$ cat src/rtl/ripple_carry_adder_n_bit.sv
// Purpose : WIDTH-bit ripple-carry adder {co,s} = a + b + ci, signed-overflow flag,
//           and a registered copy of the sum and carry-out.
// Latency : s/co/ovf are combinational (0 cycles); s_q/co_q are 1 cycle after clk_i.
// Backpr. : none; there is no handshake, and the inputs are sampled on every clk_i edge.
//
// Ports:
//   clk_i  - clock, used only by s_q/co_q
//   rst_i  - synchronous active-high reset for s_q/co_q
//   ci     - carry into bit 0
//   a, b   - operands, unsigned or two's complement
//   s      - sum modulo 2^WIDTH (combinational)
//   co     - carry out of bit WIDTH-1 (combinational)
//   ovf    - two's-complement overflow (combinational)
//   s_q    - s registered on the rising edge of clk_i
//   co_q   - co registered on the rising edge of clk_i

// One full-adder cell of the carry chain.
module rca_full_adder (
  input  logic a,
  input  logic b,
  input  logic ci,
  output logic s,
  output logic co
);
  logic p;  // propagate

  assign p  = a ^ b;
  assign s  = p ^ ci;
  assign co = (a & b) | (ci & p);
endmodule

module ripple_carry_adder_n_bit #(
  parameter int WIDTH = 32
) (
  input  logic             clk_i,
  input  logic             rst_i,
  input  logic             ci,
  input  logic [WIDTH-1:0] a,
  input  logic [WIDTH-1:0] b,
  output logic [WIDTH-1:0] s,
  output logic             co,
  output logic             ovf,
  output logic [WIDTH-1:0] s_q,
  output logic             co_q
);
  // c[i] is the carry into bit i. c[WIDTH] is the carry out of the top bit.
  logic [WIDTH:0] c;

  assign c[0] = ci;

  // The adder is built from explicit cells so the carry ripples from bit 0 upward.
  for (genvar i = 0; i < WIDTH; i++) begin : g_cell
    rca_full_adder u_fa (
      .a  (a[i]),
      .b  (b[i]),
      .ci (c[i]),
      .s  (s[i]),
      .co (c[i+1])
    );
  end

  assign co = c[WIDTH];
  // Overflow occurs when the carry into the sign bit differs from the carry out of it.
  // When WIDTH is 1, c[WIDTH-1] is c[0], which is ci.
  assign ovf = c[WIDTH] ^ c[WIDTH-1];

  always_ff @(posedge clk_i) begin
    if (rst_i) begin
      s_q  <= '0;
      co_q <= 1'b0;
    end else begin
      s_q  <= s;
      co_q <= co;
    end
  end
endmodule

$ cat config.mk
export PLATFORM = sky130hd
export DESIGN_NAME = ripple_carry_adder_n_bit
export DESIGN_NICKNAME = d
export VERILOG_FILES = /design/src/rtl/ripple_carry_adder_n_bit.sv
export SDC_FILE = /design/constraint.sdc
export NUM_CORES = 1
export LEC_CHECK = 0
export ABC_AREA = 1
export CAP_MARGIN = 15
export CORE_MARGIN = 5
export CORE_UTILIZATION = 38
export DETAILED_ROUTE_END_ITERATION = 8
export PLACE_DENSITY = 0.95
export SETUP_SLACK_MARGIN = 0.1
export SLEW_MARGIN = 0
export SYNTH_ARGS = -nofsm -noshare
export SYNTH_HDL_FRONTEND = slang
export SYNTH_SLANG_ARGS = --single-unit
$ cat constraint.sdc
create_clock -name clk_i -period 74.1 [get_ports clk_i]
set_clock_uncertainty 0.1 [all_clocks]
set_input_delay 18.525 -clock clk_i [delete_from_list [all_inputs] [get_ports clk_i]]
set_output_delay 18.525 -clock clk_i [all_outputs]
set_load 0.005 [all_outputs]
==> reports/results.txt, run 1 <==
Data on the critical path is required at its endpoint by 55,480 ps. The startpoint type of the worst setup path is an input pin. The tools report the startpoint of the tightest hold check path as b[29]. After clock tree synthesis, the clock-pin slew on the worst setup and hold paths is 70 ps. By area, the combinational part of the netlist is dominated by adder cells. The net count of the finished layout is 381. The number of clock buffers added by TritonCTS is 5. After technology mapping, the gate count stands at 177. Input and output buffers added on the ports amount to 133.

The number of levels the H-tree was split into came out at 2. The number of buffers inserted to repair setup after CTS was 0; the share of layout cells above drive strength 1 was 0.0353. Entering global routing, the biggest net connects 34 pins. The final design area excluding fillers came out at 3100 um^2. The buffer cell driving the clock tree root was sky130_fd_sc_hd__clkbuf_8. Number of rows in the core area: 25.

The first TritonRoute pass finished after 2 iterations. The worst setup path is captured at a primary output. For the synthesized net count, the log shows 276. The met2 global-route usage is 0.311, and the synthesis-stage register bit count is 33. The flow ran to the end, and the final reports show no timing, DRC or antenna violations.

The congestion estimate from routability-driven global placement came to 0.777. The worst setup path is of the in -> out kind. The initial antenna violation count is 0, and the area enclosed by the die boundary is 6440 um^2.

The post-synthesis mux area share was 0; the count of warnings emitted by yosys was 0. The run gives 0.155 as the aggregate global-route resource usage. The fraction of power consumed by sequential logic came out at 0.353. The family of cells with the greatest summed delay on the critical path is adder cells.

Part of the total power dissipated in the clock network: 0.212. The worst hold path passes through 4 cells. The first routing iteration left 10 violations. Summing over every cut layer, the via total after detailed routing is 1,408. The number of antenna diodes in the final layout is 0.

In this run the worst hold path is classified as in -> reg. For this run, the slowest stage of the critical path takes 490 ps. The tools report the count of final hold-check violations as 0. TritonCTS built the clock tree. The net switching fraction of the power was 0.265; the total of fill cells in the finished design was 396. The total cell area at the placement stage was 3010 um^2. In this run the worst setup path begins at a[0]. The floorplan step set the die width to 80.3 um. Hold repair after CTS inserted 0 buffers. A synthesized cell averages 10.6 um^2. In the final routed layout, each cell accounts on average for 13.6 um.

Gates resized during post-CTS repair numbered 0. The remaining max-slew budget at the tightest pin is 0.765. At the pin with the least slew margin, the transition time is 352 ps.

For the wire length of the first global-routing pass, the log shows 7470 um. The run gives 0 as the DRC violation count after routing. The complex-gate fraction of the synthesized area came out at 0.

Summed over all nets, the switching power comes to 15.5 uW. The adder and majority gate portion of the synthesized area was 0.341; the netlist area before placement was 1880 um^2. The max-cap check violation count is 0. Summed over all layers, the routed wires come to 4740 um.

The tools report the post-detailed-route count of antenna-violating nets as 0. The tools report the number of endpoints failing setup at the final stage as 0. Counting every sink on the clock net gives 33.

After floorplanning, the core was sized to cover 4750 um^2. In this run the power density over the cells is 18.9 nW/um^2. The largest fanout on the critical path is 2.

Setup repair after global routing left no endpoint under its margin. By instance count, the cell type seen most on the critical path is sky130_fd_sc_hd__fa_1. The post-synthesis share of cell area spent on xor and xnor gates was 0; the cell-internal power was 42.9 uW. The simple-gate portion of the synthesized area was 0.0747; the met1 usage in global routing was 0.143. Dividing the detail-routed via count by the number of cells gives 4.02.

The leakage power was 0.00136 uW; the highest clock rate was 19.6 MHz. Critical path's slowest cell: sky130_fd_sc_hd__clkdlybuf4s50_1. Summed over all nets, the half-perimeter wirelength after detailed placement is 4320 um. The final cycle utilization of the critical path was 0.687; the remaining global-route overflow was 0. The final critical-path required period is 50,890 ps.

Arrival time of data at the critical path endpoint: 32,270 ps. Number of global-route vias before repair: 1,569. The synthesis-to-layout area growth was 65.0%. The critical path runs through a total of 38 cells. For the maximum buffer depth of the clock tree, the log shows 2.

The combinational power share is 0.435, and the critical path buffer and inverter count is 6. The total negative slack is 0 ps, and the global-route track usage on met3 is 0.0493. The logs give 0.395 for the starting utilization of the core area and 0 for the final max-slew violation count. For the total I/O pin count, the log shows 134. The run gives 8 as the number of distinct library cell variants in the gate-level netlist after synthesis.

The die is 80.3 um tall. The run gives 0.352 as the register area share after synthesis. The busiest layer in global routing was met2. IR analysis of the VDD net gives a maximum drop of 0.00000943 V.
==> metrics by stage <==
stage	power, uW	worst slack, ps	cells	hold slack (ps)	util
3_5_place_dp	46.9	23160	342	19130	0.634
6_report	58.4	23210	350	18900	0.651
5_1_grt	63.1	22700	350	18920	0.651
2_1_floorplan	33.6	24640	177	18610	-
3_3_place_gp	45.8	23410	342	19130	0.634
4_1_cts	59.7	23130	350	18890	0.651
==> cell families (layout without fill, tap and decap cells) <==
logic type               after synthesis  after routing
adder cells (fa/ha/maj)               32             32
buffers and inverters                 76            182
flip-flops                            33             33
AND/OR/NAND/NOR                       36             36
==> state kept, by name (all words and copies together) (netlist names) <==
signal and cells:
co_q 1, s_q 32
==> cell type report <==
| cell class | count | area, um^2 | share of cell area |
|---|---|---|---|
| multi-input cells | 68 | 781 | 0.252 |
| clock buffers | 6 | 72.6 | 0.0234 |
| repair buffers | 134 | 1340 | 0.432 |
| flip-flops and latches | 33 | 661 | 0.213 |
| inverters | 40 | 150 | 0.0485 |
| clock inverters | 2 | 10.0 | 0.00323 |
| well taps | 67 | 83.8 | 0.0271 |
==> worst min-delay path, stage by stage <==
cell	delay, ps
sky130_fd_sc_hd__clkdlybuf4s50_1	400
sky130_fd_sc_hd__inv_1	80
sky130_fd_sc_hd__fa_1	180
sky130_fd_sc_hd__nor2_1	40
==> power by group through the flow <==
stage | Clock [uW] | Combinational (uW) | Sequential, uW
global placement | 0 | 24.9 | 20.9
CTS | 13.1 | 26.0 | 20.6
detailed placement | 0 | 25.9 | 21.0
floorplan | 0 | 12.2 | 21.4
global route | 14.2 | 28.0 | 20.8
finish | 12.4 | 25.4 | 20.6
==> cells in the final DEF (no fill, tap or decap) <==
| cell | netlist | final |
|---|---|---|
| sky130_fd_sc_hd__clkdlybuf4s50_1 | 0 | 133 |
| sky130_fd_sc_hd__inv_1 | 40 | 40 |
| sky130_fd_sc_hd__dfxtp_1 | 33 | 33 |
| sky130_fd_sc_hd__fa_1 | 32 | 32 |
| sky130_fd_sc_hd__nor2_1 | 31 | 31 |
| sky130_fd_sc_hd__clkbuf_8 | 0 | 5 |
| sky130_fd_sc_hd__nand2_1 | 3 | 3 |
| sky130_fd_sc_hd__nor2_2 | 2 | 2 |
| sky130_fd_sc_hd__clkinv_2 | 0 | 2 |
| sky130_fd_sc_hd__clkbuf_1 | 0 | 1 |
| sky130_fd_sc_hd__buf_4 | 32 | 1 |
==> routing by layer <==
| layer | routed length (um) | share of wire |
|---|---|---|
| met1 | 1500 | 0.32 |
| met2 | 2780 | 0.58 |
| met3 | 399 | 0.084 |
| met4 | 64 | 0.013 |
| met5 | 0 | 0 |
==> path summary, 6_finish.rpt <==
kind	endpoint	slack [ps]
min	s_q[29]	18900
max	s[31]	23210
==> cell usage after synthesis <==
cell / count / area (um^2)
sky130_fd_sc_hd__inv_1: 40 / 150
sky130_fd_sc_hd__dfxtp_1: 33 / 661
sky130_fd_sc_hd__buf_4: 32 / 240
sky130_fd_sc_hd__fa_1: 32 / 641
sky130_fd_sc_hd__nor2_1: 31 / 116
sky130_fd_sc_hd__buf_6: 4 / 45.0
sky130_fd_sc_hd__nand2_1: 3 / 11.3
sky130_fd_sc_hd__nor2_2: 2 / 12.5
Note: power is estimated with default switching activity, not from simulation.
==> inputs of run 2 (changes only) <==
--- a/config.mk
+++ b/config.mk
@@ -8,9 +8,9 @@
 export ABC_AREA = 1
 export CAP_MARGIN = 15
 export CORE_MARGIN = 5
-export CORE_UTILIZATION = 38
+export CORE_UTILIZATION = 31
 export DETAILED_ROUTE_END_ITERATION = 8
-export PLACE_DENSITY = 0.95
+export PLACE_DENSITY = 0.85
 export SETUP_SLACK_MARGIN = 0.1
 export SLEW_MARGIN = 0
 export SYNTH_ARGS = -nofsm -noshare
==> constraint.sdc (replaced) <==
create_clock -name clk_i -period 45.6 [get_ports clk_i]
set_clock_uncertainty 0.1 [all_clocks]
set_input_delay 11.4 -clock clk_i [delete_from_list [all_inputs] [get_ports clk_i]]
set_output_delay 11.4 -clock clk_i [all_outputs]
set_load 0.005 [all_outputs]
==> reports/results.txt, run 2 (synthesized netlist as in run 1, its figures left out) <==
The tools report the buffer cell driving the clock tree root as sky130_fd_sc_hd__clkbuf_8. The logs give 381 (unchanged) for the final layout net count and 0 (unchanged) for the number of buffers inserted to repair setup after CTS. Remaining max-slew budget at the tightest pin: 0.769 (+0.00350). The remaining global-route overflow is 0 (unchanged). The slew at the pin closest to its max-slew limit came out at 347 ps (-5.25 ps). The number of diodes added for antenna fixing was 0 (unchanged); the number of rows in the core area was 28 (+12%). The highest clock rate is 27.3 MHz.

The tools report the number of endpoints failing setup at the final stage as 0 (unchanged). TritonCTS built the clock tree. STA classifies the critical path startpoint as an input pin. The largest net degree at the start of global routing is 34 (unchanged).

The required time of the worst setup path is 34,100 ps (-21,380 ps), and the number of buffers created by CTS is 5 (unchanged). The count of hold buffers inserted by post-cts repair came out at 0 (unchanged). The cell family contributing the most delay on the critical path is adder cells. The final max-slew violation count is 0 (unchanged), and the overall routed net length is 4700 um (-0.86%). The die height is 87.8 um (+9.4%). The arrival time of data at the critical path endpoint is 25,090 ps (-7180 ps), and the weighted congestion reported at the end of routability-driven placement is 0.817 (+5.1%). For the setup slack of the critical path after layout, the log shows 9010 ps (-14,200 ps). The average wire per cell in the routed design came out at 13.1 um (-3.1%).

Maximum resistive drop on vdd: 0.0000140 V (+49%). In the layout the commonest cells are 133 x sky130_fd_sc_hd__clkdlybuf4s50_1, 40 x sky130_fd_sc_hd__inv_1, 33 x sky130_fd_sc_hd__dfxtp_1. The tools report the combinational power share as 0.419 (-0.016). For the total of fill cells in the finished design, the log shows 547 (+38%).

The logs give 134 (unchanged) for the total I/O pin count and 0.240 (+0.028) for the part of the total power dissipated in the clock network. The post-place setup slack is 8930 ps (-14,230 ps). The flow ran to the end, and the final reports show no timing, DRC or antenna violations. Critical path class: in -> out. The total cell area at the placement stage was 3020 um^2 (+0.33%). The run gives 5920 um^2 (+25%) as the area of the core. The overall power of the completed layout came out at 98.1 uW (+68%). The tools report the number of global-route vias before repair as 1,564 (-0.32%).

The logs give 0 (unchanged) for the max-cap check violation count and 320 um (-20%) for the total length of routed met3 wires. The tools report the total area of multi-input combinational cells as 781 um^2 (unchanged). The DRC violation count after routing is 0 (unchanged). The starting utilization of the core area is 0.317 (-0.0777), and the initial antenna violation count is 0 (unchanged). Counting flops per register, the top entry is s_q. The number of clock sinks is 33 (unchanged). Signal routing reaches up to met4. Post-detailed-route count of antenna-violating nets: 0 (unchanged). The worst hold-check path type was in -> reg.

Total negative slack: 0 ps (unchanged). The largest fanout on the critical path works out to 2 (unchanged). The run gives 4 (+2) as the number of detailed-routing iterations run before antenna repair. Leaving out fill and tap cells, the most frequent cell in the layout is sky130_fd_sc_hd__clkdlybuf4s50_1.

The post-route non-filler standard cell count was 358 (+2.3%). Setup repair after global routing left no endpoint under its margin. The via count of the routed design was 1,367 (-2.9%); the number of flip-flops under the largest register name was 32 (unchanged). The net switching power is 25.3 uW (+63%), and the area enclosed by the die boundary is 7710 um^2 (+20%). The routed wire length on met2 was 2820 um (+1.7%); the clock slew at the register clock pins of the worst setup and hold paths was 70 ps (about the same). The worst setup path is captured at a primary output. In this design, the critical path's most frequently occurring cell is sky130_fd_sc_hd__fa_1.

The run gives 7440 um (-0.46%) as the wire length of the first global-routing pass. The sequential cell area in the final layout was 661 um^2 (unchanged); the maximum buffer depth of the clock tree was 2 (unchanged). The number of buffers added on ports is 133 (unchanged), and the critical path buffer and inverter count is 6 (unchanged). The x dimension of the die is 87.8 um (+9.4%), and the wire length on met1 is 1500 um (-0.13%). The share of layout cells above drive strength 1 came out at 0.0389 (+0.00353). The synthesis-to-layout area growth is 66.5%, and the fraction of power consumed by sequential logic is 0.341 (-0.012). The net switching fraction of the power was 0.258 (-0.00754); the cell-internal power was 72.8 uW (+70%). The per-cell via count in the routed design was 3.82 (-5.1%); the final cycle utilization of the critical path was 0.802. The run gives 350 (+2.3%) as the number of cells in the design after placement.

The logs give 19 (+9) for the DRC violation total after the first TritonRoute iteration and 2 (unchanged) for the number of levels the H-tree was split into. The run gives 0 (unchanged) as the number of gates resized after CTS. For the placed wire-length estimate, the log shows 4240 um (-1.8%). The largest registers in the layout are s_q: 32 flops, co_q: 1 flops. The final critical-path required period was 36,590 ps; the final design area excluding fillers was 3130 um^2 (+0.93%).

The biggest cell delay along the critical path was 490 ps (about the same); the count of final hold-check violations was 0 (unchanged). The leakage power was 0.00137 uW (+0.68%). Among all stages on the critical path, the largest delay is contributed by sky130_fd_sc_hd__clkdlybuf4s50_1. The tools report the aggregate global-route resource usage as 0.127 (-0.0276). Power per standard cell area: 31.4 nW/um^2 (+66%).
run 2: cell count changes in the layout (fill, tap and decap cells not counted):
| cell | previous run | this run |
|---|---|---|
| sky130_fd_sc_hd__clkbuf_8 | 5 | 7 |
| sky130_fd_sc_hd__clkinv_2 | 2 | 1 |
| sky130_fd_sc_hd__clkbuf_1 | 1 | 0 |
run 2: power by group through the flow:
stage | Sequential (uW) | Combinational [uW] | Clock [uW]
4_1_cts | 33.6 | 42.1 | 24.5
5_1_grt | 34.0 | 45.5 | 26.1
6_report | 33.5 | 41.1 | 23.5
2_1_floorplan | 34.8 | 19.8 | 0
3_5_place_dp | 34.2 | 41.9 | 0
3_3_place_gp | 34.0 | 40.9 | 0
run 2: routing by layer:
metal  up-vias  track usage
met1       642        0.128
met5         -            0
li1        665            -
met2        56        0.252
met4         0       0.0460
met3         4       0.0282
run 2: path summary, 6_finish.rpt:
| check | slack (ps) | cells past startpoint | from | end |
|---|---|---|---|---|
| worst min-delay path | 11770 | 4 | b[29] | s_q[29] |
| worst max-delay path | 9010 | 38 | a[0] | s[31] |
run 2: final cells by class:
type | instances | area share
repair buffers | 134 | 0.428
multi-input cells | 68 | 0.250
flip-flops and latches | 33 | 0.211
inverters | 40 | 0.0480
clock buffers | 7 | 0.0308
well taps | 75 | 0.0300
clock inverters | 1 | 0.00160
run 2: metrics by stage:
step	util	hold slack, ps
finish	0.528	11770
CTS	0.528	11760
global placement	0.511	12000
detailed placement	0.511	12010
global route	0.528	11770
floorplan	-	11480
